[config.mk]
export PLATFORM = sky130hd
export DESIGN_NAME = fetch_sequencer_flat
export DESIGN_NICKNAME = d
export VERILOG_FILES = /design/src/rtl/fetch_sequencer_if.sv /design/src/rtl/fetch_sequencer.sv /design/src/flat_wrapper.sv
export SDC_FILE = /design/constraint.sdc
export NUM_CORES = 1
export LEC_CHECK = 0
export ABC_AREA = 1
export BUFFER_PORTS_ARGS = -buffer_cell sky130_fd_sc_hd__buf_2
export CAP_MARGIN = 5
export CORE_AREA = 2 2 46 48
export DETAILED_ROUTE_END_ITERATION = 6
export DIE_AREA = 0 0 48 50
export GPL_TIMING_DRIVEN = 1
export PLACE_DENSITY_LB_ADDON = 0.25
export RECOVER_POWER = 100
export SYNTH_ARGS = -nofsm -noshare
export SYNTH_HDL_FRONTEND = slang
export SYNTH_SLANG_ARGS = --single-unit
export TNS_END_PERCENT = 100
[constraint.sdc]
create_clock -name clk -period 2.1 [get_ports clk]
set_clock_uncertainty 0.05 [all_clocks]
set_input_delay 0.42 -clock clk [delete_from_list [all_inputs] [get_ports clk]]
set_output_delay 0.42 -clock clk [all_outputs]
set_load 0.02 [all_outputs]
[src/rtl/fetch_sequencer_if.sv]
// Fetch sequencer bus: control inputs, ROM data and issue outputs.
// master = sequencer side, slave = ROM / execute / control side.
interface fetch_sequencer_if #(
  parameter int PC_W    = 3,
  parameter int INSTR_W = 12
);
  logic               run;
  logic               step;
  logic [INSTR_W-1:0] instr_in;
  logic               branch_taken;
  logic [PC_W-1:0]    branch_target;
  logic [PC_W-1:0]    pc;
  logic [INSTR_W-1:0] instr_out;
  logic               instr_valid;
  logic               halted;

  modport master (
    input  run,
    input  step,
    input  instr_in,
    input  branch_taken,
    input  branch_target,
    output pc,
    output instr_out,
    output instr_valid,
    output halted
  );

  modport slave (
    output run,
    output step,
    output instr_in,
    output branch_taken,
    output branch_target,
    input  pc,
    input  instr_out,
    input  instr_valid,
    input  halted
  );
endinterface

[src/rtl/fetch_sequencer.sv]
// PC / fetch control ahead of the instruction ROM, single-step or free-run.
// Optional FETCH_PC_WRAP_EN: pc wraps to 0 after the last ROM word.
module fetch_sequencer #(
  parameter int         PC_W    = 3,
  parameter int         INSTR_W = 12,
  parameter logic [2:0] HALT_OP = 3'b111
) (
  input logic            clk,
  input logic            reset,
  fetch_sequencer_if.master bus
);

  typedef enum logic [1:0] {
    S_IDLE,
    S_FETCH,
    S_ISSUE,
    S_HALTED
  } state_t;

  state_t             r_state;
  logic               r_step_q;
  logic [PC_W-1:0]    r_pc;
  logic [INSTR_W-1:0] r_instr;
  logic               r_valid;
  logic               r_halted;

  logic            w_step_rise;
  logic [PC_W-1:0] w_pc_next;
  logic            w_is_halt;
  logic            w_stop;

  assign w_step_rise = bus.step & ~r_step_q;
  assign w_pc_next   = bus.branch_taken ? bus.branch_target
                                        : r_pc + PC_W'(1);
  assign w_is_halt   = (r_instr[INSTR_W-1 -: 3] == HALT_OP);

`ifdef FETCH_PC_WRAP_EN
  assign w_stop = w_is_halt;
`else
  // Falling off the end of the ROM halts unless a branch redirects.
  logic w_pc_end;
  assign w_pc_end = (r_pc == '1) & ~bus.branch_taken;
  assign w_stop   = w_is_halt | w_pc_end;
`endif

  always_ff @(posedge clk) begin
    if (reset) begin
      r_state  <= S_IDLE;
      r_step_q <= 1'b0;
      r_pc     <= '0;
      r_instr  <= '0;
      r_valid  <= 1'b0;
      r_halted <= 1'b0;
    end else begin
      r_step_q <= bus.step;
      r_valid  <= 1'b0;
      unique case (r_state)
        S_IDLE: begin
          if (bus.run || w_step_rise)
            r_state <= S_FETCH;
        end
        S_FETCH: begin
          r_instr <= bus.instr_in;
          r_valid <= 1'b1;
          r_state <= S_ISSUE;
        end
        S_ISSUE: begin
          if (w_stop) begin
            r_halted <= 1'b1;
            r_state  <= S_HALTED;
          end else begin
            r_pc    <= w_pc_next;
            r_state <= bus.run ? S_FETCH : S_IDLE;
          end
        end
        S_HALTED: begin
          r_halted <= 1'b1;
        end
        default: r_state <= S_IDLE;
      endcase
    end
  end

  assign bus.pc          = r_pc;
  assign bus.instr_out   = r_instr;
  assign bus.instr_valid = r_valid;
  assign bus.halted      = r_halted;

endmodule

[src/flat_wrapper.sv]
// flat-port wrapper written by rule: the top's interface ports become plain ports
module fetch_sequencer_flat 
#(
  parameter int         PC_W    = 3,
  parameter int         INSTR_W = 12,
  parameter logic [2:0] HALT_OP = 3'b111
)
  (clk, reset, bus_run, bus_step, bus_instr_in, bus_branch_taken, bus_branch_target, bus_pc, bus_instr_out, bus_instr_valid, bus_halted);
  fetch_sequencer_if #(.PC_W(PC_W), .INSTR_W(INSTR_W)) bus_i ();
  input logic clk;
  input logic reset;
  input wire logic [$bits(bus_i.run)-1:0] bus_run;
  input wire logic [$bits(bus_i.step)-1:0] bus_step;
  input wire logic [$bits(bus_i.instr_in)-1:0] bus_instr_in;
  input wire logic [$bits(bus_i.branch_taken)-1:0] bus_branch_taken;
  input wire logic [$bits(bus_i.branch_target)-1:0] bus_branch_target;
  output wire logic [$bits(bus_i.pc)-1:0] bus_pc;
  output wire logic [$bits(bus_i.instr_out)-1:0] bus_instr_out;
  output wire logic [$bits(bus_i.instr_valid)-1:0] bus_instr_valid;
  output wire logic [$bits(bus_i.halted)-1:0] bus_halted;
  assign bus_i.run = bus_run;
  assign bus_i.step = bus_step;
  assign bus_i.instr_in = bus_instr_in;
  assign bus_i.branch_taken = bus_branch_taken;
  assign bus_i.branch_target = bus_branch_target;
  assign bus_pc = bus_i.pc;
  assign bus_instr_out = bus_i.instr_out;
  assign bus_instr_valid = bus_i.instr_valid;
  assign bus_halted = bus_i.halted;
  fetch_sequencer #(.PC_W(PC_W), .INSTR_W(INSTR_W), .HALT_OP(HALT_OP)) u_core (.clk(clk), .reset(reset), .bus(bus_i));
endmodule
# Word level (Yosys, flattened, before mapping)
# Cells that the tools add are included.
# Widths: inputs -> output; s select.
[word_totals] ff_bits=20 in_bits=20 out_inout_bits=17 word_cells=35
[classes] add_sub_neg=1 n_eq_ne=7 mux=8 bitwise=6 reduce_logical=7
[ops] operator="$eq 3x3->1 const B" count=2
[ops] operator="$pmux 2 s3" count=1
[ops] operator="$reduce_and 2->1" count=3
[ops] operator="$eq 2x2->1 const B" count=2
[ops] operator="$mux 2" count=2
[ops] operator="$ne 2x1->1 const B" count=2
[ops] operator="$add 3x1->3 const B" count=1
[ops] operator="$mux 1" count=3
[ops] operator="$mux 3" count=1
[ops] operator="$not 1->1" count=3
[ops] operator="$reduce_bool 3->1" count=1
[ops] operator="$and 1x1->1" count=2
[ops] operator="$eq 2x1->1 const B" count=1
[ops] operator="$logic_not 2->1" count=1
[ops] operator="$pmux 1 s2" count=1
[ops] operator="$reduce_bool 2->1" count=1
[ops] operator="$logic_or 1x1->1" count=1
[ops] operator="$or 1x1->1" count=1

# Depth between registers and ports, before layout
[depth] word_depth=5 mapped_depth=8 depth_no_buf=8

# Worst setup path after synthesis
# OpenSTA, ideal clock, no wires.
[synth_path] kind="flip-flop to flip-flop" start="register u_core.r_pc[0], in the netlist u_core.bus.pc[0]" end="register u_core.r_state[1]" setup_time_ns=0.070 arrival_time_ns=1.184 t_required_ns=1.980 path_slack_ns=0.796 path_stages_with_launch=9 path_buffers=0 synth_period_minus_slack_ns=1.304 cell_sequence="dfxtp_1 ha_1 ha_1 nand2_4 nand2_1 nand2_1 nand2_1 nand2_1 a21oi_1"
[synth_between] elab_chain_cells=5
[synth_lines] element="start: declaration" line="fetch_sequencer.sv:22" source="logic [PC_W-1:0] r_pc;"
[synth_lines] element="start signal: assignment" line="fetch_sequencer.sv:72" source="r_pc <= w_pc_next;"
[synth_lines] element="$eq 3x3->1" line="fetch_sequencer.sv:42" source="assign w_pc_end = (r_pc == '1) & ~bus.branch_taken;"
[synth_lines] element="$and 1x1->1" line="fetch_sequencer.sv:42"
[synth_lines] element="$or 1x1->1" line="fetch_sequencer.sv:43" source="assign w_stop = w_is_halt | w_pc_end;"
[synth_lines] element="$mux 2" line="fetch_sequencer.sv:68" source="if (w_stop) begin"
[synth_lines] element="$pmux 2 s3" line="fetch_sequencer.sv:57" source="unique case (r_state)"
[synth_lines] element="end signal: assignment" line="fetch_sequencer.sv:73" source="r_state <= bus.run ? S_FETCH : S_IDLE;"
[synth_lines] element="end: declaration" line="fetch_sequencer.sv:20" source="state_t r_state;"
# Every way passes these cells.
# A chain may end at the register's enable or synchronous reset.

# Final worst setup path
[layout_path] start="register u_core.r_pc[0], in the netlist u_core.bus.pc[0]" end="register u_core.r_pc[1], in the netlist u_core.bus.pc[1]"
[layout_between] elab_chain_cells=5 word_cells_on_any_way=7 cone_classes="1 x add/sub; 1 x eq/ne; 1 x mux; 3 x bitwise; 1 x reduce/logical"
[layout_lines] element="$eq 3x3->1" line="fetch_sequencer.sv:42"
[layout_lines] element="$and 1x1->1" line="fetch_sequencer.sv:42"
[layout_lines] element="$or 1x1->1" line="fetch_sequencer.sv:43"
[layout_lines] element="$not 1->1 (no line)"
[layout_lines] element="$reduce_and 2->1 (no line)"
# Several ways; a longest one is shown, not always the timed one.

==> metrics <==
hold path start bus_step; total die area 2400 µm²; PostCTS Resize Cnt 0; Crit Reg-Reg Startpoint u_core.bus.pc[0]$_SDFFE_PP0P_; LEAKAGE 0.0005304 µW; P per Cell Area 1004 nW/µm²; Placed Cells incl. Taps 178; max_slew headroom 73.47%; post-synth top area cell dfxtp_1; Routed Antenna Nets 0; RSZ-0062 raised after global routing false; CP startpoint u_core.bus.pc[0]$_SDFFE_PP0P_; cts bufs inserted 3; Core ar. 1902 µm²; Post-Synth XOR/XNOR Area 0%; root buffer cell clkbuf_4; final setup violating endpoints 0; WL met3 88 µm; Worst Setup Path Type flip-flop to flip-flop; mux share of post-synthesis cell area 0%; Port Buf Inserts 36; worst vdd ir 0.5843 mV; crit path max fanout 4; largest net degree at the start of global routing 15; Syn Area/Cell 7.507 µm²; CTS tree built; Min Clock Period, post-route 1.441 ns; Antenna Cells 0; share of cells above drive strength 1 17.42%; final non-filler cell total 182; Mapped Area 878.3 µm²; DP Wirelength 1408 µm; routed metal-1 wire length 923 µm; Max Slew Vio Count 0; First DRT Iteration DRCs 11; Die X 48 µm; Synth Area in Compound Gates 11.40%; Ys Warns 0; CP required 2.22 ns; final net count 182; Hold Buf Count CTS 0; sequential fraction of the synthesis area 45.58%; Distinct cells, synth 17; gr usage total 16.62%; Syn-to-layout area delta 23.65%; # DRC 0; clk_lat worst skew 0.28 ns; actual slew at the worst max-slew pin 0.3975 ns; Hold Path Class input port to flip-flop; adder-cell area share of the yosys netlist 8.547%; CTS Sinks 20; top cell type's share of synthesized area 45.58%; fmax 0.6941 GHz; # Post-CTS Setup Buffers 0; Routed WL 1844 µm; die height 50 µm; clock buffer depth 2; Final WS setup 0.6594 ns; I/O pin count 37; WL per Instance 10.13 µm; Highest Signal Layer met4; cells after synthesis 117; syn_nets 143; crit path DAT 1.56 ns; number of fill cells 191; fin crit share 68.60%; sum of negative setup slack 0 ns; Area contributors post-synth dfxtp_1 46%, nor2_1 12%, nand2_1 10%; via/cell ratio 4.478; final hold vios 0; Rows 16; drt pass-1 iters 4; pre-CTS setup slack 0.7711 ns; number of global-route vias before repair 713; CP Launch Type flip-flop; first-pass GRT wire length 2925 µm; H-Tree Depth 1; met2 wire length 816 µm; initial antenna violation count 0; number of synthesized register bits 20; Overflow after GRT 0; CP endpoint kind flip-flop; Final Wtd Congestion 0.7509; starting density of the core 46.18%; max capacitance violation total 0; vias 815; status completed; largest family of logic cells by synthesized area simple AND/OR/NAND/NOR gates; Post-Synth Simple-Gate Area 27.49%; clk slew on worst S/H paths 0.11 ns
==> path summary, 6_finish.rpt <==
path	cells after the start	to	slack, ns
hold / removal	3	u_core.r_step_q$_SDFF_PP0_	0.29
setup reg to reg	7	u_core.bus.pc[1]$_SDFFE_PP0P_	0.66
setup / recovery	7	u_core.bus.pc[1]$_SDFFE_PP0P_	0.66
hold reg to reg	2	u_core.bus.pc[2]$_SDFFE_PP0P_	0.45
==> cell usage in the layout (no fill, tap or decap), drive strengths merged <==
master and count:
buf 19, nand2 25, inv 11, a21oi 7, ha 6, nand4 1
dfxtp 20, clkbuf 22, o21ai 13, clkinvlp 1, nand3 3, nor2 27
==> where the power goes <==
| part | internal (µW) | switching [µW] |
|---|---|---|
| clock | 105 | 109 |
| sequential | 458 | 49.2 |
| combinational | 115 | 253 |
==> Yosys cell counts <==
cell and instances:
dfxtp_1 20, nand3_4 1, ha_1 6, nor2_1 27, nand3_2 1, inv_2 1
inv_1 10, a21oi_1 7, clkbuf_2 1, nand4_1 1, nand2_4 1, buf_2 2
o21ai_0 11, nand2_1 24, o21ai_1 2, clkinv_2 1, nand3_1 1
==> critical path, cell delays in order, from the launching register on <==
cell and delay, ns:
dfxtp_1 0.38, ha_1 0.17, ha_1 0.20, nand2_4 0.07, nand3_1 0.16, clkinvlp_2 0.16, nand2_1 0.09, a21oi_1 0.06
==> logic make-up (layout without fill, tap and decap cells) <==
| group | Yosys count | after routing |
|---|---|---|
| AND/OR/NAND/NOR | 56 | 56 |
| adder cells (fa/ha/maj) | 6 | 6 |
| flip-flops | 20 | 20 |
| buffers and inverters | 15 | 53 |
| AO/OA/AOI/OAI | 20 | 20 |
==> routing by layer <==
metal  vias to the layer above  GRT usage, %
li1                        441             -
met1                       347         23.32
met4                         0         4.054
met2                        25         24.67
met3                         2         4.762
met5                         -             0
==> stage by stage <==
stage	hold WS (ns)	cell area, µm²	util (%)	total power (µW)
finish	0.2937	1086	57.11	1090
global route	0.2896	1086	57.11	1174
CTS	0.2915	1121	58.95	1122
detailed placement	0.4178	1085	57.04	908.0
global placement	0.4136	1085	57.04	895.7
floorplan	0.4391	878.3	-	777.6
==> registers in the layout (all words and copies together) (netlist names) <==
name,flops
u_core.bus.instr_out,12
u_core.r_step_q,1
u_core.bus.instr_valid,1
u_core.r_state,2
u_core.bus.halted,1
u_core.bus.pc,3
==> final cells by class <==
class,instances,area (µm²),area share [%]
clock buffer,4,36.28,3.341
inverter,12,46.29,4.263
multi-input combinational,82,404.1,37.21
sequential,20,400.4,36.87
tap,27,33.78,3.111
timing repair buffer,37,165.2,15.21
Note: power is estimated with default switching activity, not from simulation.
